<file path="src/rtl/l2_rsp_out_pack_pkg.sv">
// Shared types and helpers for the L2 response-to-NoC flit packer.
package l2_rsp_out_pack_pkg;

  localparam int MIX_MSG_BITS = 5;

  // Default configuration, used by the fixed-width reference typedefs below
  localparam int DEF_WORDS_PER_LINE = 4;
  localparam int DEF_WORD_BITS      = 64;
  localparam int DEF_ID_BITS        = 6;

  typedef enum logic [MIX_MSG_BITS-1:0] {
    MIX_MSG_INV_ACK  = 5'd0,
    MIX_MSG_RSP_S    = 5'd1,
    MIX_MSG_RSP_E    = 5'd2,
    MIX_MSG_RSP_O    = 5'd3,
    MIX_MSG_RSP_V    = 5'd4,
    MIX_MSG_RSP_ODAT = 5'd5,
    MIX_MSG_RSP_WB   = 5'd6,
    MIX_MSG_RSP_NACK = 5'd7
  } mix_msg_t;

  typedef enum logic [1:0] {
    ST_IDLE,
    ST_HEAD,
    ST_ADDR,
    ST_DATA
  } pack_state_t;

  // Flit layout: head at the top bit, tail just below it, payload underneath
  typedef struct packed {
    logic                     head;
    logic                     tail;
    logic [DEF_WORD_BITS-1:0] payload;
  } noc_flit_t;

  // Head-flit header, packed MSB-first into the top of the payload
  typedef struct packed {
    logic [DEF_ID_BITS-1:0]        req_id;
    logic [DEF_ID_BITS-1:0]        src_id;
    mix_msg_t                      coh_msg;
    logic [DEF_WORDS_PER_LINE-1:0] word_mask;
  } rsp_pack_hdr_t;

  // Header width for a given id width and line size
  function automatic int rsp_hdr_bits(input int id_bits, input int words);
    return 2 * id_bits + MIX_MSG_BITS + words;
  endfunction

endpackage

</file>
<file path="src/rtl/l2_rsp_out_pack_if.sv">
// Upstream response channel from l2_core and downstream NoC flit channel.
interface l2_rsp_out_if
  import l2_rsp_out_pack_pkg::*;
#(
  parameter int WORDS_PER_LINE = 4,
  parameter int WORD_BITS      = 64,
  parameter int ADDR_BITS      = 32,
  parameter int ID_BITS        = 6
);
  localparam int LINE_ADDR_BITS = ADDR_BITS - $clog2(WORDS_PER_LINE * WORD_BITS / 8);

  logic                                l2_rsp_out_valid;
  logic                                l2_rsp_out_ready;
  logic [MIX_MSG_BITS-1:0]             rsp_coh_msg;
  logic [ID_BITS-1:0]                  rsp_req_id;
  logic [LINE_ADDR_BITS-1:0]           rsp_line_addr;
  logic [WORDS_PER_LINE-1:0]           rsp_word_mask;
  logic                                rsp_has_data;
  logic [WORDS_PER_LINE*WORD_BITS-1:0] rsp_line;

  modport master (
    output l2_rsp_out_valid, rsp_coh_msg, rsp_req_id, rsp_line_addr,
           rsp_word_mask, rsp_has_data, rsp_line,
    input  l2_rsp_out_ready
  );

  modport slave (
    input  l2_rsp_out_valid, rsp_coh_msg, rsp_req_id, rsp_line_addr,
           rsp_word_mask, rsp_has_data, rsp_line,
    output l2_rsp_out_ready
  );
endinterface

interface noc_rsp_if #(
  parameter int WORD_BITS = 64
);
  logic                 noc_valid;
  logic                 noc_ready;
  logic [WORD_BITS+1:0] noc_flit;

  modport master (output noc_valid, noc_flit, input noc_ready);
  modport slave  (input noc_valid, noc_flit, output noc_ready);
endinterface

</file>
<file path="src/rtl/l2_rsp_pack_penc.sv">
// Lowest-set-bit priority encoder over the remaining word mask.
module l2_rsp_pack_penc #(
  parameter int N     = 4,
  parameter int IDX_W = (N > 1) ? $clog2(N) : 1
) (
  input  logic [N-1:0]     mask,
  output logic [IDX_W-1:0] idx,
  output logic             found
);

  // Scan high to low so the lowest set bit is the last one written
  always_comb begin
    idx   = '0;
    found = 1'b0;
    for (int i = N - 1; i >= 0; i--) begin
      if (mask[i]) begin
        idx   = IDX_W'(i);
        found = 1'b1;
      end
    end
  end

endmodule

</file>
<file path="src/rtl/l2_rsp_out_pack.sv">
// Serializes one L2 response into head, address and per-present-word data flits.
module l2_rsp_out_pack
  import l2_rsp_out_pack_pkg::*;
#(
  parameter int WORDS_PER_LINE = 4,
  parameter int WORD_BITS      = 64,
  parameter int ADDR_BITS      = 32,
  parameter int ID_BITS        = 6
) (
  input  logic               clk,
  input  logic               rst,
  input  logic [ID_BITS-1:0] my_id,
  l2_rsp_out_if.slave        rsp,
  noc_rsp_if.master          noc
);

  localparam int LINE_ADDR_BITS = ADDR_BITS - $clog2(WORDS_PER_LINE * WORD_BITS / 8);
  localparam int IDX_W          = (WORDS_PER_LINE > 1) ? $clog2(WORDS_PER_LINE) : 1;
  localparam int HDR_BITS       = rsp_hdr_bits(ID_BITS, WORDS_PER_LINE);

  typedef struct packed {
    logic                 head;
    logic                 tail;
    logic [WORD_BITS-1:0] payload;
  } flit_t;

  pack_state_t                              state;
  logic                                     rdy_q;
  logic                                     vld_q;
  flit_t                                    flit_q;
  logic [LINE_ADDR_BITS-1:0]                msg_line_addr;
  logic [WORDS_PER_LINE-1:0][WORD_BITS-1:0] msg_words;
  logic [WORDS_PER_LINE-1:0]                rem_mask;
  logic [WORDS_PER_LINE-1:0]                rem_clr;
  logic [IDX_W-1:0]                         cur_idx, nxt_idx;
  logic                                     cur_found, nxt_found;
  logic [HDR_BITS-1:0]                      hdr;
  logic [WORD_BITS-1:0]                     hdr_payload;

  // cur: word on the wire now (DATA) or the first data word (ADDR).
  // nxt: the word after it, i.e. lowest bit once cur is retired.
  l2_rsp_pack_penc #(.N(WORDS_PER_LINE), .IDX_W(IDX_W)) u_penc_cur (
    .mask  (rem_mask),
    .idx   (cur_idx),
    .found (cur_found)
  );

  assign rem_clr = rem_mask & ~(WORDS_PER_LINE'(1) << cur_idx);

  l2_rsp_pack_penc #(.N(WORDS_PER_LINE), .IDX_W(IDX_W)) u_penc_nxt (
    .mask  (rem_clr),
    .idx   (nxt_idx),
    .found (nxt_found)
  );

  // Header is formed from the live inputs only on the capture cycle
  assign hdr         = {rsp.rsp_req_id, my_id, rsp.rsp_coh_msg, rsp.rsp_word_mask};
  assign hdr_payload = {hdr, {(WORD_BITS - HDR_BITS){1'b0}}};

  assign rsp.l2_rsp_out_ready = rdy_q;
  assign noc.noc_valid        = vld_q;
  assign noc.noc_flit         = flit_q;

  // FSM: each state preloads the flit for the state it moves to, so outputs stay registered
  always_ff @(posedge clk or negedge rst) begin
    if (!rst) begin
      state         <= ST_IDLE;
      rdy_q         <= 1'b0;
      vld_q         <= 1'b0;
      flit_q        <= '0;
      msg_line_addr <= '0;
      msg_words     <= '0;
      rem_mask      <= '0;
    end else begin
      case (state)
        ST_IDLE: begin
          if (rsp.l2_rsp_out_valid && rdy_q) begin
            msg_line_addr <= rsp.rsp_line_addr;
            msg_words     <= rsp.rsp_line;
            rem_mask      <= rsp.rsp_has_data ? rsp.rsp_word_mask : '0;
            rdy_q         <= 1'b0;
            vld_q         <= 1'b1;
            flit_q        <= '{head: 1'b1, tail: 1'b0, payload: hdr_payload};
            state         <= ST_HEAD;
          end else begin
            rdy_q <= 1'b1;
          end
        end
        ST_HEAD: begin
          if (noc.noc_ready) begin
            flit_q <= '{head: 1'b0, tail: !cur_found, payload: WORD_BITS'(msg_line_addr)};
            state  <= ST_ADDR;
          end
        end
        ST_ADDR: begin
          if (noc.noc_ready) begin
            if (!cur_found) begin
              vld_q  <= 1'b0;
              flit_q <= '0;
              rdy_q  <= 1'b1;
              state  <= ST_IDLE;
            end else begin
              flit_q <= '{head: 1'b0, tail: !nxt_found, payload: msg_words[cur_idx]};
              state  <= ST_DATA;
            end
          end
        end
        ST_DATA: begin
          if (noc.noc_ready) begin
            rem_mask <= rem_clr;
            if (!nxt_found) begin
              vld_q  <= 1'b0;
              flit_q <= '0;
              rdy_q  <= 1'b1;
              state  <= ST_IDLE;
            end else begin
              // Next word is the last one when only a single bit remains after it
              flit_q <= '{head:    1'b0,
                          tail:    (rem_clr & (rem_clr - WORDS_PER_LINE'(1))) == '0,
                          payload: msg_words[nxt_idx]};
            end
          end
        end
        default: state <= ST_IDLE;
      endcase
    end
  end

endmodule

</file>
<file path="src/flat_wrapper.sv">
// flat-port wrapper written by rule: the top's interface ports become plain ports
module l2_rsp_out_pack_flat import l2_rsp_out_pack_pkg::*;
#(
  parameter int WORDS_PER_LINE = 4,
  parameter int WORD_BITS      = 64,
  parameter int ADDR_BITS      = 32,
  parameter int ID_BITS        = 6
)
  (clk, rst, my_id, rsp_l2_rsp_out_valid, rsp_rsp_coh_msg, rsp_rsp_req_id, rsp_rsp_line_addr, rsp_rsp_word_mask, rsp_rsp_has_data, rsp_rsp_line, rsp_l2_rsp_out_ready, noc_noc_valid, noc_noc_flit, noc_noc_ready);
  l2_rsp_out_if #(.WORDS_PER_LINE(WORDS_PER_LINE), .WORD_BITS(WORD_BITS), .ADDR_BITS(ADDR_BITS), .ID_BITS(ID_BITS)) rsp_i ();
  noc_rsp_if #(.WORD_BITS(WORD_BITS)) noc_i ();
  input  logic clk;
  input  logic rst;
  input  logic [ID_BITS-1:0] my_id;
  input wire logic [$bits(rsp_i.l2_rsp_out_valid)-1:0] rsp_l2_rsp_out_valid;
  input wire logic [$bits(rsp_i.rsp_coh_msg)-1:0] rsp_rsp_coh_msg;
  input wire logic [$bits(rsp_i.rsp_req_id)-1:0] rsp_rsp_req_id;
  input wire logic [$bits(rsp_i.rsp_line_addr)-1:0] rsp_rsp_line_addr;
  input wire logic [$bits(rsp_i.rsp_word_mask)-1:0] rsp_rsp_word_mask;
  input wire logic [$bits(rsp_i.rsp_has_data)-1:0] rsp_rsp_has_data;
  input wire logic [$bits(rsp_i.rsp_line)-1:0] rsp_rsp_line;
  output wire logic [$bits(rsp_i.l2_rsp_out_ready)-1:0] rsp_l2_rsp_out_ready;
  output wire logic [$bits(noc_i.noc_valid)-1:0] noc_noc_valid;
  output wire logic [$bits(noc_i.noc_flit)-1:0] noc_noc_flit;
  input wire logic [$bits(noc_i.noc_ready)-1:0] noc_noc_ready;
  assign rsp_i.l2_rsp_out_valid = rsp_l2_rsp_out_valid;
  assign rsp_i.rsp_coh_msg = rsp_rsp_coh_msg;
  assign rsp_i.rsp_req_id = rsp_rsp_req_id;
  assign rsp_i.rsp_line_addr = rsp_rsp_line_addr;
  assign rsp_i.rsp_word_mask = rsp_rsp_word_mask;
  assign rsp_i.rsp_has_data = rsp_rsp_has_data;
  assign rsp_i.rsp_line = rsp_rsp_line;
  assign rsp_l2_rsp_out_ready = rsp_i.l2_rsp_out_ready;
  assign noc_noc_valid = noc_i.noc_valid;
  assign noc_noc_flit = noc_i.noc_flit;
  assign noc_i.noc_ready = noc_noc_ready;
  l2_rsp_out_pack #(.WORDS_PER_LINE(WORDS_PER_LINE), .WORD_BITS(WORD_BITS), .ADDR_BITS(ADDR_BITS), .ID_BITS(ID_BITS)) u_core (.clk(clk), .rst(rst), .my_id(my_id), .rsp(rsp_i), .noc(noc_i));
endmodule
</file>
<file path="config.mk">
export PLATFORM = sky130hd
export DESIGN_NAME = l2_rsp_out_pack_flat
export DESIGN_NICKNAME = d
export VERILOG_FILES = /design/src/rtl/l2_rsp_out_pack_pkg.sv /design/src/rtl/l2_rsp_out_pack_if.sv /design/src/rtl/l2_rsp_pack_penc.sv /design/src/rtl/l2_rsp_out_pack.sv /design/src/flat_wrapper.sv
export SDC_FILE = /design/constraint.sdc
export NUM_CORES = 1
export LEC_CHECK = 0
export CORE_MARGIN = 10
export CORE_UTILIZATION = 50
export CTS_BUF_LIST = sky130_fd_sc_hd__clkbuf_4
export CTS_CLUSTER_SIZE = 8
export DETAILED_ROUTE_END_ITERATION = 8
export PLACE_DENSITY = 0.77
export SYNTH_ARGS = -nofsm -noshare
export SYNTH_HDL_FRONTEND = slang
export SYNTH_SLANG_ARGS = --single-unit
</file>
<file path="constraint.sdc">
create_clock -name clk -period 2.5 [get_ports clk]
set_input_delay 0.25 -clock clk [delete_from_list [all_inputs] [get_ports clk]]
set_output_delay 0.25 -clock clk [all_outputs]
set_load 0.05 [all_outputs]
</file>
# Word-level counts from Yosys, hierarchy flattened
# Index checks and enable logic that the tools add are counted.
[totals] register_bits=357 latch_bits=0 mem_bits_rw=0 mem_bits_ro=0 inputBits=309 n_memories=0
[classes] addsub=1 mul=0 div=0 magnitude_cmp=2 n_eq_ne=9 shift=1 muxes=50 n_bitwise=3 reduce_logical=13
[ops] cell="$mux W66" n=4
[ops] cell="$pmux W66 S4" n=1
[ops] cell="$bmux W64 S2" n=2
[ops] cell="$mux W65" n=2
[ops] cell="$mux W64" n=2
[ops] cell="$mux W2" n=14
[ops] cell="$mux W1" n=18
[ops] cell="$mux W4" n=3
[ops] cell="$ne A2 B2 Y1 const B" n=5
[ops] cell="$reduce_and A5 Y1" n=2
[ops] cell="$and A4 B4 Y4" n=2
[ops] cell="$pmux W2 S4" n=1
[ops] cell="$pmux W4 S2" n=1
[ops] cell="$lt A2 B3 Y1 const B" n=2
[ops] cell="$pmux W1 S3" n=2
[ops] cell="$reduce_and A6 Y1" n=1
[ops] cell="$eq A2 B2 Y1 const B" n=2
[ops] cell="$logic_not A4 Y1" n=1
[ops] cell="$not A4 Y4" n=1
[ops] cell="$reduce_and A4 Y1" n=1
[ops] cell="$shl A1 B2 Y4 const A" n=1
[ops] cell="$sub A4 B1 Y4 const B" n=1
[ops] cell="$reduce_and A3 Y1" n=1
[ops] cell="$reduce_bool A3 Y1" n=1
[ops] cell="7 further kinds" n=8

# Depth between registers and ports, before layout
# Gate-level depths: netlist (run 1).
[logic_depth] word_depth=16 ltp_mapped=8 mapped_depth_nobuf=4

# By module
# From an unflattened synthesis (run 1), not the netlist that was laid out.
[hier_totals] cells_unflattened=1892 area_unflattened_um2=17720.7
[modules_own_cells] module="l2_rsp_out_pack" instances=1 cells_each=1878 area_each_um2=17650.7 seq_area_each_um2=8933.6
[modules_own_cells] module="l2_rsp_pack_penc" instances=2 cells_each=7 area_each_um2=35.0 seq_area_each_um2=0.0

# Worst setup path after synthesis (run 1)
# No wires, ideal clock.
[synth_timing] path_kind="register to register" start="register u_core.rdy_q, in the netlist u_core.rsp.l2_rsp_out_ready" end="register u_core.flit_q, in the netlist u_core.noc.noc_flit[59]" setup_ns=0.082 t_arrival_ns=1.770 required_ns=2.418 path_slack_ns=0.648 path_stages_with_launch=6 period_less_slack_ns=1.852 path_cell_list="dfrtp_1 > and4bb_1 > buf_2 > nor3_1 > or4_1 > o22ai_1"
[synth_between] elab_chain_cells=3
[synth_rtl] element="from (decl)" line="l2_rsp_out_pack.sv:28" rtl="logic rdy_q;"
[synth_rtl] element="from (signal assigned)" line="l2_rsp_out_pack.sv:68" rtl="rdy_q <= 1'b0;"
[synth_rtl] element="from (signal assigned)" line="l2_rsp_out_pack.sv:81" rtl="rdy_q <= 1'b0;"
[synth_rtl] element="from (signal assigned)" line="l2_rsp_out_pack.sv:86" rtl="rdy_q <= 1'b1;"
[synth_rtl] element="$logic_and A1 B1 Y1" line="l2_rsp_out_pack.sv:77" rtl="if (rsp.l2_rsp_out_valid && rdy_q) begin"
[synth_rtl] element="$ne A2 B1 Y1 (no line)"
[synth_rtl] element="$reduce_and A4 Y1 (no line)"
[synth_rtl] element="to (signal assigned)" line="l2_rsp_out_pack.sv:83" rtl="flit_q <= '{head: 1'b1, tail: 1'b0, payload: hdr_payload};"
[synth_rtl] element="to (signal assigned)" line="l2_rsp_out_pack.sv:91" rtl="flit_q <= '{head: 1'b0, tail: !cur_found, payload: WORD_BITS'(msg_line_addr)};"
[synth_rtl] element="to (signal assigned)" line="l2_rsp_out_pack.sv:103" rtl="flit_q <= '{head: 1'b0, tail: !nxt_found, payload: msg_words[cur_idx]};"
[synth_rtl] element="to (decl)" line="l2_rsp_out_pack.sv:30" rtl="flit_t flit_q;"
# Every way passes these cells.
# A chain may end at the register's enable or synchronous reset.

# Worst setup path after layout (run 1)
[layout_timing] start="register u_core.rdy_q, in the netlist u_core.rsp.l2_rsp_out_ready" end="output rsp_l2_rsp_out_ready"
[layout_lines] element="to (decl)" line="flat_wrapper.sv:22" rtl="output wire logic [$bits(rsp_i.l2_rsp_out_ready)-1:0] rsp_l2_rsp_out_ready;"
# No word-level cell between the ends.

==> results.cfg, run 1 <==
[placed_design]
port_buffers = 376
gp_congestion = 0.882
post-place-ws_ps = 273
dp_hpwl_um = 45800

[critical_path]
crit_slowest_cell = clkdlybuf4s50_1
arrival_ps = 2140
end_kind = output pin
cp_max_fo = 4
cp_top_family = buffers and inverters
crit_type = register to output pin
critPathBufInv = 1
path_cells = clkdlybuf4s50_1
slowest_delay_ps = 920
startpoint_type = register
crit_required_ps = 2250

[timing]
slew_headroom = 0.466
rsz0062_at_grt = false
finalSetupViolCount = 0
period_needed_ps = 2390
fin_crit_sh = 0.956
worst_pin_slew_ps = 801
max_freq_ghz = 0.418
hold_viol = 0
setup_tns_ps = 0
slew_viol_final = 0
layout_setup_ws_ps = 109
fin_skew_ps = 41.3

[job]
max-cap-violations = 0

[detailed_routing]
drc_errors = 0
drt-wirelength-per-cell_um = 21.4
first_pass_iters = 6
dr_total_vias = 20100
viasPerCell = 5.87
drtIter0Drc = 2297
antenna_violating_nets_post_route = 0
drt-total-wl_um = 73200

[global_routing]
grt_usage = 0.315
grt_overflow = 0
grt_util_met3 = 0.0768
grt_pass1_vias = 20900
busiest_layer = met2
grt_max_degree = 93
met2_usage = 0.510
grt_use_met1 = 0.391
antenna_found_initial = 4
grt_pass1_wl_um = 114000

[die]
die_w_um = 214
row_count = 70
dieHeight_um = 214
fp.dieArea_um2 = 45700
core-area_um2 = 36900
initial_utilization = 0.510
io_pins = 377

[synth]
syn_nets = 2591
syn_area_per_cell_um2 = 8.23
ys.warnings.count = 0
ys_seq_area_frac = 0.475
synthCells = 2282
syn_area_um2 = 18800
ys_ff_latch = 357
yosysUniqueCellTypes = 56

[power]
internal_power_w = 0.0179
p_switching_w = 0.0155
p_leak_nw = 12.0
p_total_w = 0.0334
seqPwrFrac = 0.327
ir_worst_vdd_uv = 771
swShare = 0.464
combPwrFrac = 0.509
p_per_area_nw_per_um2 = 1250
power_frac_clock = 0.164

[clock_tree]
cts_root_buf = clkbuf_4
clock_latency_ps = 810
path_clk_slew_ps = 70
clockBufferDepth = 3
htree_levels = 3
cts_made_buffers = 93
cts.sinks = 357
cts_tree = yes

[final_layout]
final_util = 0.723
drive_gt1_frac = 0.0956
nNetsFinal = 3162
syn2layout_area_growth_pct = 41.9

[hold_path]
hold_path.class = input port to register

[status]
outcome = completed
sequential cells by signal, indices dropped and copies added (netlist names):
| name | count |
|---|---|
| u_core.msg_words | 256 |
| u_core.state | 2 |
| u_core.msg_line_addr | 27 |
| u_core.rem_mask | 4 |
| u_core.noc.noc_flit | 66 |
| u_core.noc.noc_valid | 1 |
| u_core.rsp.l2_rsp_out_ready | 1 |
metal layers:
layer | up-vias | part of all wire | wire (um)
met4 | 0 | 0.040 | 2930
met5 | - | 0 | 0
met2 | 1317 | 0.47 | 34700
met1 | 9579 | 0.38 | 28200
met3 | 255 | 0.10 | 7400
li1 | 8962 | - | -
synthesized netlist by cell type, drive strengths merged:
library cell    n  area share
a221oi         48       0.025
inv            17      0.0034
o311ai          1     0.00047
a2111oi        16      0.0075
xor2            1     0.00047
nor2b          29      0.0097
xnor2           2     0.00093
or2            20      0.0067
o211ai         30       0.013
nor2           72       0.014
a311oi          1     0.00047
nor4b          17      0.0087
o21bai         64       0.026
or4            21      0.0084
nand2b         68       0.023
o22ai          79       0.026
or3            29      0.0097
a41oi          27       0.013
a32o            2      0.0011
dfrtp         357        0.48
a31o            1     0.00047
o311a           1     0.00053
o31a            1     0.00047
maj3            1     0.00053
nand3b          1     0.00040
clkbuf         98       0.020
o21ai          90       0.024
o21a            4      0.0016
a31oi          36       0.012
and2           48       0.016
a211oi         21      0.0084
nor3           23      0.0067
and4bb          2      0.0013
nand3           5      0.0013
mux2i           2      0.0011
a21oi          21      0.0056
a211o          17      0.0079
a21o            1     0.00040
nand2         881        0.18
a22o            1     0.00047
buf           100       0.030
o2bb2ai        22       0.010
o22a            1     0.00047
nand4bb         2      0.0012
nor4            1      0.0011
cells in the final DEF (no fill, tap or decap), drive strengths merged, types with 64 or more instances in the layout:
cell type,netlist,final
o21bai,64,64
nand2b,68,68
o22ai,79,79
clkdlybuf4s50,0,374
o21ai,90,90
dlygate4sd3,0,224
buf,100,76
nor2,72,72
dfrtp,357,357
clkbuf,98,141
nand2,881,881
final timing paths:
path,startpoint,endpoint,slack (ps),cells after the start
max,u_core.rsp.l2_rsp_out_ready,rsp_l2_rsp_out_ready,110,1
max reg2reg,u_core.rem_mask[0],u_core.noc.noc_flit[12],220,5
min,rsp_rsp_line[194],u_core.msg_words[194],50,3
max in group asynchronous,rst,u_core.msg_words[1],1950,3
min in group asynchronous,rst,u_core.msg_words[214],110,3
min reg2reg,u_core.msg_words[46],u_core.msg_words[46],470,2
metrics by stage:
| step | std cells | hold WS [ps] | area (um2) |
|---|---|---|---|
| after detailed placement | 3037 | 203 | 23200 |
| after CTS | 3422 | 0.393 | 26700 |
| after floorplan | 2282 | -45.6 | 18800 |
| after global routing | 3424 | 21.8 | 26700 |
| after global placement | 3037 | 201 | 23200 |
| final | 3426 | 52.2 | 26700 |
what timing repair did:
item | CTS | global route
setup buffers | 0 | 0
endpoints found under the setup margin | 0 | 0
hold buffers | 225 | 0
resized for setup | 0 | 0
hold endpoints to repair | 580 | 0
power by group through the flow:
stage | clock, W | sequential, W | combinational [W]
floorplan | 0 | 0.0117 | 0.00956
global placement | 0 | 0.0108 | 0.0160
finish | 0.00547 | 0.0109 | 0.0170
CTS | 0.00555 | 0.0108 | 0.0167
global route | 0.00584 | 0.0112 | 0.0183
detailed placement | 0 | 0.0109 | 0.0163
cells by family after synthesis:
group	Yosys count	share of synthesized area
compound gates	485	0.185
xor+xnor	3	0.00140
fa+ha+maj	1	0.000533
buf+inv	215	0.0526
flops	357	0.475
mux	2	0.00107
simple gates	1219	0.284
area by class of cell:
type                    count  area (um2)
fillers                  2699       10200
multi-input cells        1710        8960
flip-flops and latches    357        8950
repair buffers            674        6810
clock buffers             141        1060
well taps                 504         631
clock inverters            19         183
inverters                  17        63.8
diodes                      4        10.0
No activity file was read; power rests on OpenSTA's default activity.
==> inputs of run 2 (changes only) <==
Settings changed: DONT_BUFFER_PORTS set to 1, PLACE_DENSITY 0.77 to 0.64.
==> run 2 against run 1 <==
  * The run now ends with negative hold slack left
  * Combinational power is 14% lower
  * Total power is 3.2% lower
  * Sequential cell count stayed put
  * Critical path depth is 5 higher
  * Die area stayed put
  * Final area is 8.9% lower
  * Cell count is 6.4% lower
  * Clock power is 6.2% lower
  * Clock skew is 5.2 ps lower
==> results.cfg, run 2 (synthesis gave the netlist of run 1 again) <==
[detailed_routing]
dr_total_vias = 19100
first_pass_iters = 7
drtIter0Drc = 1940
drt-total-wl_um = 71200
antenna_violating_nets_post_route = 0
viasPerCell = 5.96
drc_errors = 0
drt-wirelength-per-cell_um = 22.2

[critical_path]
rrSetupSlack_ps = 40
r2r-end = u_core.state[0]
reg2reg_depth = 6
startpoint_type = register
crit_required_ps = 3190
end_kind = register
r2r-start = u_core.rem_mask[0]
cp_max_fo = 16
arrival_ps = 3140
crit_type = register to register

[final_layout]
syn2layout_area_growth_pct = 29.3
drive_gt1_frac = 0.103
top_register = u_core.msg_words
layout_common_cells = nand2_1 (880), dlygate4sd3_1 (367), dfrtp_1 (351)
final_util = 0.659
regArea_um2 = 8950
largest_reg_flops = 256
multiInputGateArea_um2 = 8950
fillers = 2997
final_common_cell = nand2_1
nNetsFinal = 2935

[global_routing]
grt_pass1_vias = 19400
antenna_found_initial = 8
grt_max_degree = 358
grt_usage = 0.305
grt_pass1_wl_um = 110000
grt_overflow = 0

[power]
p_per_area_nw_per_um2 = 1330
ir_worst_vdd_uv = 723
p_leak_nw = 11.1
p_total_w = 0.0323

[clock_tree]
cts-hold-fix-buffers = 369
path_clk_slew_ps = 70
cts_made_buffers = 97
htree_levels = 3
clock_latency_ps = 810
clockBufferDepth = 3
cts.sinks = 357
cts_tree = yes
cts_root_buf = clkbuf_4

[timing]
worst_pin_slew_ps = 741
fin_crit_sh = 0.982
hold_viol = 357
fin_skew_ps = 36.0
slew_viol_final = 0
period_needed_ps = 2460
layout_setup_ws_ps = 44.1
holdWs_ps = -852
finalSetupViolCount = 0
setup_tns_ps = 0
slew_headroom = 0.503
rsz0062_at_grt = false
max_freq_ghz = 0.407

[status]
violations = negative hold slack
outcome = complete, but fails checks

[placed_design]
gp_congestion = 0.840
port_buffers = 0
dp_hpwl_um = 41400
post-place-ws_ps = 361

[hold_path]
hold_path.class = input port to async pin

[die]
die_w_um = 214
initial_utilization = 0.510
row_count = 70
fp.dieArea_um2 = 45700
core-area_um2 = 36900
dieHeight_um = 214
io_pins = 377

[job]
max-cap-violations = 0
-- run 2: cell types whose count changed in the layout (fill, tap and decap cells not counted), moves of 3 or more --
cell / before / now
diode_2: 4 / 10
clkinv_1: 10 / 16
clkbuf_4: 141 / 145
bufinv_16: 4 / 0
clkdlybuf4s50_1: 374 / 0
buf_6: 0 / 3
dlygate4sd3_1: 224 / 367
-- run 2: power breakdown --
part	internal [W]	switching (W)	leakage, nW
Combinational	0.00576	0.00892	5.97
Clock	0.00262	0.00251	0.712
Sequential	0.00855	0.00392	4.41
-- run 2: timing repair --
item                       CTS  global route
resized for setup            0             4
buffers inserted             0             4
setup endpoints to repair    0             9
hold endpoints to repair   702           357
-- run 2: worst max path at each step --
stage | slack [ps] | to | startpoint | cells past startpoint
final | 40 | u_core.state[0] | u_core.rem_mask[0] | 6
after global placement | 440 | u_core.noc.noc_flit[21] | u_core.rem_mask[2] | 6
after floorplan | 650 | u_core.noc.noc_flit[59] | u_core.rsp.l2_rsp_out_ready | 5
after global routing | 5 | u_core.state[0] | u_core.rem_mask[0] | 6
after CTS | 20 | u_core.state[0] | u_core.rem_mask[0] | 6
after detailed placement | 360 | u_core.noc.noc_flit[7] | u_core.rem_mask[2] | 6
-- run 2: critical path, cell delays in order, from the launching register on --
cell and delay, ps:
dfrtp_4 580, maj3_1 410, o21ai_4 200, buf_6 230
nand2_1 70, a211o_1 280, dlygate4sd3_1 550
-- run 2: stage by stage --
step	hold slack, ps	area, um2	instances
floorplan	-45.6	18800	2282
global placement	-31.3	19300	2658
detailed placement	-29.5	19300	2658
CTS	-904	24200	3193
global route	-922	24300	3205
finish	-852	24300	3207
-- run 2: per-layer routing --
metal | share of wire | global-route usage
met5 | 0.000098 | 0
met4 | 0.034 | 0.139
met3 | 0.098 | 0.0829
met2 | 0.48 | 0.480
met1 | 0.39 | 0.385
-- run 2: cell type report --
class,instances,area share
Antenna cell,10,0.00103
Multi-Input combinational cell,1710,0.369
Clock buffer,145,0.0448
Timing Repair Buffer,443,0.185
Tap cell,504,0.0260
Clock inverter,21,0.00340
Inverter,17,0.00263
Sequential cell,357,0.368
==> inputs of run 3 (changes only) <==
Settings changed: CORE_MARGIN 10 to unset, GPL_ROUTABILITY_DRIVEN set to 0.
==> run 3 against run 2 <==
  * The run still ends with negative hold slack left
  * Worst hold slack improved by 12 ps
  * Non-clock buffer count decreased by 16
  * Sequential share of layout area increased by 0.31 points
  * Sequential power about the same
  * Fmax increased by 2.8%
  * Die area decreased by 16%
  * Clock power increased by 3%
  * Combinational power decreased by 5%
  * Sequential cell count unchanged
  * Setup slack improved by 68 ps
  * Final area decreased by 0.84%
  * Register-to-register slack improved by 70 ps
==> results.cfg, run 3 (synthesis gave the netlist of run 1 again) <==
[status]
outcome = complete, but fails checks
violations = negative hold slack

[clock_tree]
cts_root_buf = clkbuf_4
htree_levels = 3
clockBufferDepth = 3
clock_latency_ps = 800
cts-hold-fix-buffers = 350
cts_made_buffers = 99
path_clk_slew_ps = 70
cts_tree = yes
cts.sinks = 357

[power]
combPwrFrac = 0.438
seqPwrFrac = 0.397
internal_power_w = 0.0168
swShare = 0.476
p_total_w = 0.0320
p_leak_nw = 11.0
ir_worst_vdd_uv = 668
p_per_area_nw_per_um2 = 1330
p_switching_w = 0.0152
power_frac_clock = 0.165

[final_layout]
syn2layout_area_growth_pct = 28.2
largest_reg_flops = 256
drive_gt1_frac = 0.103
layout_common_cells = nand2_1 (880), dfrtp_1 (351), dlygate4sd3_1 (349)
final_common_cell = nand2_1
layout.cells.non_filler = 3157
nNetsFinal = 2921
final_util = 0.655
top_register = u_core.msg_words

[die]
die_w_um = 196
dieHeight_um = 196
initial_utilization = 0.511
row_count = 70
io_pins = 377
fp.dieArea_um2 = 38400
core-area_um2 = 36800

[detailed_routing]
drc_errors = 0
drtIter0Drc = 1473
drt-wirelength-per-cell_um = 20.9
dr_total_vias = 18800
viasPerCell = 5.95
antenna_violating_nets_post_route = 0
drt-total-wl_um = 66000
first_pass_iters = 6

[critical_path]
rrSetupSlack_ps = 110
cp_top_family = buffers and inverters
crit_type = register to register
critPathBufInv = 3
crit_required_ps = 3220
arrival_ps = 3110
end_kind = register
cp_max_fo = 88
startpoint_type = register
crit_slowest_cell = dlygate4sd3_1
slowest_delay_ps = 540
path_cells = and4bb_4 > buf_12 > buf_12 > nand2_1 > nand2_1 > dlygate4sd3_1

[global_routing]
grt_pass1_wl_um = 103000
grt_max_degree = 358
grt_pass1_vias = 19200
grt_usage = 0.341
grt_overflow = 0
antenna_found_initial = 6

[timing]
max_freq_ghz = 0.419
finalSetupViolCount = 0
worst_pin_slew_ps = 1210
holdWs_ps = -840
slew_headroom = 0.193
fin_skew_ps = 41.7
setup_tns_ps = 0
period_needed_ps = 2390
layout_setup_ws_ps = 112
rsz0062_at_grt = false
fin_crit_sh = 0.955
slew_viol_final = 0
hold_viol = 357

[placed_design]
port_buffers = 0
post-place-ws_ps = 410
dp_hpwl_um = 38200
dpl.cell_count = 2627

[job]
max-cap-violations = 0

[hold_path]
hold_path.class = input port to async pin
[run 3: cell types whose count changed in the layout (fill, tap and decap cells not counted)]
cell,change
dlygate4sd3_1,-18
clkbuf_4,-9
clkinv_1,+9
buf_4,+7
buf_6,-3
bufinv_16,+2
buf_12,-1
diode_2,-1
dlymetal6s4s_1,-1
inv_2,+1
o21a_2,-1
o21a_4,+1
[run 3: path summary, 6_finish.rpt]
check	endpoint	cells past startpoint	from
setup / recovery	u_core.msg_words[26]	6	u_core.state[0]
hold / removal	u_core.msg_words[229]	0	rst
setup reg to reg	u_core.msg_words[26]	6	u_core.state[0]
hold reg to reg	u_core.msg_words[63]	2	u_core.msg_words[63]
max in group asynchronous	u_core.state[1]	0	rst
min in group clk	u_core.msg_words[115]	4	rsp_l2_rsp_out_valid
[run 3: stage by stage]
stage	area [um2]	hold slack (ps)
2_1_floorplan	18800	-45.6
3_3_place_gp	19300	-31.8
3_5_place_dp	19300	-33.1
4_1_cts	24000	-903
5_1_grt	24100	-902
6_report	24100	-840
[run 3: cell type report]
| cell class | instances | area [um2] |
|---|---|---|
| inverter | 17 | 63.8 |
| antenna | 9 | 22.5 |
| multi-input combinational | 1710 | 8960 |
| fill | 2976 | 12700 |
| sequential | 357 | 8950 |
| tap | 468 | 586 |
| clock buffer | 136 | 1020 |
| clock inverter | 33 | 180 |
| timing repair buffer | 427 | 4300 |
[run 3: per-layer routing]
metal | global-route usage | vias up | wire, um
li1 | - | 8493 | -
met5 | 0 | - | 0
met1 | 0.432 | 9043 | 26500
met4 | 0.177 | 0 | 2550
met3 | 0.0823 | 198 | 5790
met2 | 0.545 | 1044 | 31200
[run 3: repair_timing]
action / in CTS / in global routing
buffers inserted: 0 / 2
gates resized for setup: 0 / 0
endpoints found under the setup margin: 0 / 2
hold endpoints to repair: 714 / 357
[run 3: power groups by stage]
stage | logic (W) | clock network, W | registers, W
after floorplan | 0.00956 | 0 | 0.0117
after global placement | 0.0127 | 0 | 0.0126
after detailed placement | 0.0130 | 0 | 0.0127
after CTS | 0.0137 | 0.00536 | 0.0126
after global routing | 0.0153 | 0.00566 | 0.0130
final | 0.0140 | 0.00527 | 0.0127
==> edit 1: new RTL, settings of run 1 <==
`ID_BITS` is set to 6 in 3 places; all go to 12.
--- a/src/rtl/l2_rsp_out_pack_if.sv
+++ b/src/rtl/l2_rsp_out_pack_if.sv
@@ -5,7 +5,7 @@
   parameter int WORDS_PER_LINE = 4,
   parameter int WORD_BITS      = 64,
   parameter int ADDR_BITS      = 32,
-  parameter int ID_BITS        = 6
+  parameter int ID_BITS        = 12
 );
   localparam int LINE_ADDR_BITS = ADDR_BITS - $clog2(WORDS_PER_LINE * WORD_BITS / 8);
 
--- a/src/rtl/l2_rsp_out_pack.sv
+++ b/src/rtl/l2_rsp_out_pack.sv
@@ -5,7 +5,7 @@
   parameter int WORDS_PER_LINE = 4,
   parameter int WORD_BITS      = 64,
   parameter int ADDR_BITS      = 32,
-  parameter int ID_BITS        = 6
+  parameter int ID_BITS        = 12
 ) (
   input  logic               clk,
   input  logic               rst,
--- a/src/flat_wrapper.sv
+++ b/src/flat_wrapper.sv
@@ -4,7 +4,7 @@
   parameter int WORDS_PER_LINE = 4,
   parameter int WORD_BITS      = 64,
   parameter int ADDR_BITS      = 32,
-  parameter int ID_BITS        = 6
+  parameter int ID_BITS        = 12
 )
   (clk, rst, my_id, rsp_l2_rsp_out_valid, rsp_rsp_coh_msg, rsp_rsp_req_id, rsp_rsp_line_addr, rsp_rsp_word_mask, rsp_rsp_has_data, rsp_rsp_line, rsp_l2_rsp_out_ready, noc_noc_valid, noc_noc_flit, noc_noc_ready);
   l2_rsp_out_if #(.WORDS_PER_LINE(WORDS_PER_LINE), .WORD_BITS(WORD_BITS), .ADDR_BITS(ADDR_BITS), .ID_BITS(ID_BITS)) rsp_i ();
Interface: changed (resized my_id and rsp_rsp_req_id); port bits go from 377 to 389. The function was not compared with the original's and may differ.
==> edit 1 against run 1 <==
Setup slack worse by 0.021 ns; non-clock buffer count is 170 lower; routed wire length is 8.9% lower; sequential cell count stayed put; cell area is 11% lower; utilization is 3.8 points lower; final cell count is 12% lower; synthesized area is 5.6% lower; power is 10% lower; synthesized cell count is 8.1% lower; die area is 5.1% lower.
==> edit 1: results <==
INSERT INTO impl_metrics (metric_group, metric, value, unit) VALUES
('setup_path', 'worstSetupEndpoint', 'u_core.noc.noc_flit[42]', ''),
('placed_design', 'place_inst', '2820', ''),
('logic_synthesis', 'ys_top_cells_by_area', 'dfrtp_1 50%, nand2_1 20%, o221a_2 3.5%, o22ai_1 3.2%, clkbuf_1 2.5%', ''),
('setup_path', 'timing.critical_path.arrival', '3.09', 'ns'),
('final_layout', 'final_nets', '2837', ''),
('grt', 'grt_met2_usage', '46.5', '%'),
('placed_design', 'dp_worst_setup_slack', '0.0795', 'ns'),
('grt', 'gr-usage-met3', '7.29', '%'),
('route', 'routed-wl-met3', '6.25', 'mm'),
('final_layout', 'n_clock_buffer', '140', ''),
('setup_path', 'critical_path.slowest_cell', 'nor2_2', ''),
('final_layout', 'final-clk-cell-share', '4.56', '%'),
('status', 'outcome', 'completed', ''),
('placed_design', 'detailed_place_hpwl', '44.5', 'mm'),
('final_layout', 'nonClockBufferCount', '504', ''),
('logic_synthesis', 'synth_area_per_cell', '8.45', 'µm²'),
('grt', 'grt_start_max_net_pins', '162', ''),
('placed_design', 'detailed_place.area', '22200', 'µm²'),
('placed_design', 'port_buffers', '388', ''),
('sta', 'timing.slew.headroom', '13.4', '%');
-- edit 1: cell types whose count changed after synthesis, sizes merged, moves of 29 or more --
cell,change
a21oi,+60
and2,-47
buf,-36
nand2,+55
nand2b,-65
o21bai,-63
o221a,+55
o22a,+32
or3,-29
-- edit 1: worst min-delay path by stage --
stage / start / end / slack (ns) / cells after the start
after floorplan: rst / u_core.msg_line_addr[0] / -0.05 / 0
after global placement: rst / u_core.msg_words[46] / 0.15 / 1
after detailed placement: rst / u_core.msg_words[47] / 0.15 / 1
after CTS: rsp_rsp_line[108] / u_core.msg_words[108] / 0.0005 / 3
after global routing: rsp_rsp_line[108] / u_core.msg_words[108] / 0.03 / 3
final: rsp_rsp_line[50] / u_core.msg_words[50] / 0.05 / 3
-- edit 1: kinds of logic (layout without fill, tap and decap cells) --
| logic type | Yosys count | count (layout) | share of synthesized area, % |
|---|---|---|---|
| flops | 357 | 357 | 50.4 |
| other cells | 0 | 6 | 0 |
| mux | 1 | 1 | 0.0564 |
| simple gates | 1026 | 1026 | 22.3 |
| buf+inv | 186 | 659 | 4.50 |
| xor+xnor | 2 | 2 | 0.0988 |
| compound gates | 525 | 525 | 22.6 |
| fa+ha+maj | 1 | 1 | 0.0635 |
-- edit 1: power breakdown --
part	total, W	internal, W	switching [W]
Combinational	0.0143	0.00520	0.00907
Clock	0.00490	0.00251	0.00239
Sequential	0.0108	0.00854	0.00224
Total	0.0299	0.0162	0.0137
-- edit 1: tightest hold or removal path, cell delays in order --
cell and delay, ns:
clkdlybuf4s50_1 0.40, nand2_1 0.06, nand2_1 0.05
-- edit 1: what timing repair did --
action	CTS	global route
setup endpoints to repair	0	3
hold buffers	56	0
setup buffers	0	0
resized for setup	0	3
endpoints found under the hold margin	411	0
==> edit 2: new RTL, settings of run 1 <==
Without the edit above. Re-encode `pack_state_t` (4 states) as one-hot, 4 bits wide.
--- a/src/rtl/l2_rsp_out_pack_pkg.sv
+++ b/src/rtl/l2_rsp_out_pack_pkg.sv
@@ -19,11 +19,11 @@
     MIX_MSG_RSP_NACK = 5'd7
   } mix_msg_t;
 
-  typedef enum logic [1:0] {
-    ST_IDLE,
-    ST_HEAD,
-    ST_ADDR,
-    ST_DATA
+  typedef enum logic [3:0] {
+    ST_IDLE = 4'b0001,
+    ST_HEAD = 4'b0010,
+    ST_ADDR = 4'b0100,
+    ST_DATA = 4'b1000
   } pack_state_t;
 
   // Flit layout: head at the top bit, tail just below it, payload underneath
Check against the original RTL: no difference found for any inputs over 4 cycles, from zero or initial values and one cycle with rst low; so few cycles prove little.
==> edit 2 against run 1 <==
Routed wire length is 7.4% lower; power is 6.9% lower; clock skew is 0.0065 ns higher; setup slack better by 0.025 ns; cell area is 5.6% lower; combinational power is 12% lower; synthesized area is 4.5% lower; sequential cell count is 2 higher.
==> edit 2: results <==
INSERT INTO impl_metrics (metric_group, metric, value, unit) VALUES
('worst_hold_path', 'min_delay_worst_endpoint', 'u_core.msg_words[101]', ''),
('power', 'p_leak', '11.5', 'nW'),
('setup_path', 'critPathTopFamily', 'simple AND/OR/NAND/NOR gates', ''),
('route', 'detail_route.wirelength', '67.8', 'mm'),
('route', 'initialDrtViolationCount', '1999', ''),
('worst_hold_path', 'hold_path_startpoint', 'rsp_rsp_line[101]', ''),
('setup_path', 'timing.critical_path.from', 'u_core.state[1]', ''),
('setup_path', 'slowest_delay', '0.61', 'ns'),
('sta', 'worst_slew_pin_slew', '0.721', 'ns'),
('placed_design', 'place_inst', '2881', ''),
('power', 'p_sw_share', '45.4', '%'),
('power', 'power.ir.vdd_worst', '0.949', 'mV'),
('status', 'outcome', 'completed', ''),
('sta', 'fin_worst_hold_slack', '0.0204', 'ns'),
('grt', 'grt_start_max_net_pins', '97', ''),
('setup_path', 'crit-reg2reg-capture', 'u_core.noc.noc_flit[54]', ''),
('placed_design', 'globalplace.congestion', '0.918', ''),
('placed_design', 'detailed_place_hpwl', '44.0', 'mm'),
('final_layout', 'post_route_cells_drive_above_1_share', '9.39', '%'),
('logic_synthesis', 'postSynthCellCount', '2154', '');
==> edit 2: tightest hold or removal path, cell delays in order <==
cell	delay, ns
clkdlybuf4s50_1	0.40
nand2_1	0.07
nand2_1	0.05
==> edit 2: per-stage QoR <==
stage / setup WS, ns / power (W)
floorplan: 0.510 / 0.0200
global placement: 0.256 / 0.0247
detailed placement: 0.183 / 0.0252
CTS: 0.140 / 0.0308
global route: 0.0413 / 0.0330
finish: 0.134 / 0.0311
==> edit 2: per-layer routing <==
metal / track usage [%] / vias to the layer above / part of all wire (%)
li1: - / 8470 / -
met1: 37.2 / 8974 / 39
met2: 49.1 / 1065 / 48
met3: 7.17 / 208 / 8.9
met4: 14.7 / 6 / 4.2
met5: 0 / - / 0.055
==> edit 2: power by group through the flow <==
stage / registers [W] / clock network, W / logic, W
after global placement: 0.0106 / 0 / 0.0141
after detailed placement: 0.0107 / 0 / 0.0145
after floorplan: 0.0116 / 0 / 0.00835
after CTS: 0.0106 / 0.00537 / 0.0148
final: 0.0107 / 0.00532 / 0.0150
after global routing: 0.0110 / 0.00572 / 0.0164
==> edit 2: area by class of cell <==
| cell class | instances | share of cell area [%] |
|---|---|---|
| clock buffer | 137 | 4.09 |
| tap | 461 | 2.29 |
| clock inverter | 18 | 0.686 |
| sequential | 359 | 35.7 |
| inverter | 5 | 0.0746 |
| multi-input combinational | 1606 | 32.3 |
| antenna | 3 | 0.0298 |
| timing repair buffer | 612 | 24.8 |
==> edit 2: cells by family after synthesis <==
logic type                 Yosys count  synth area share [%]
buffers and inverters              189                  4.72
muxes                                4                 0.230
DFF                                359                  50.1
adders and majority gates            1                0.0558
AOI/OAI and AO/OA                  497                  19.8
and+or+nand+nor                   1101                  24.9
xor gates and xnor gates             3                 0.147
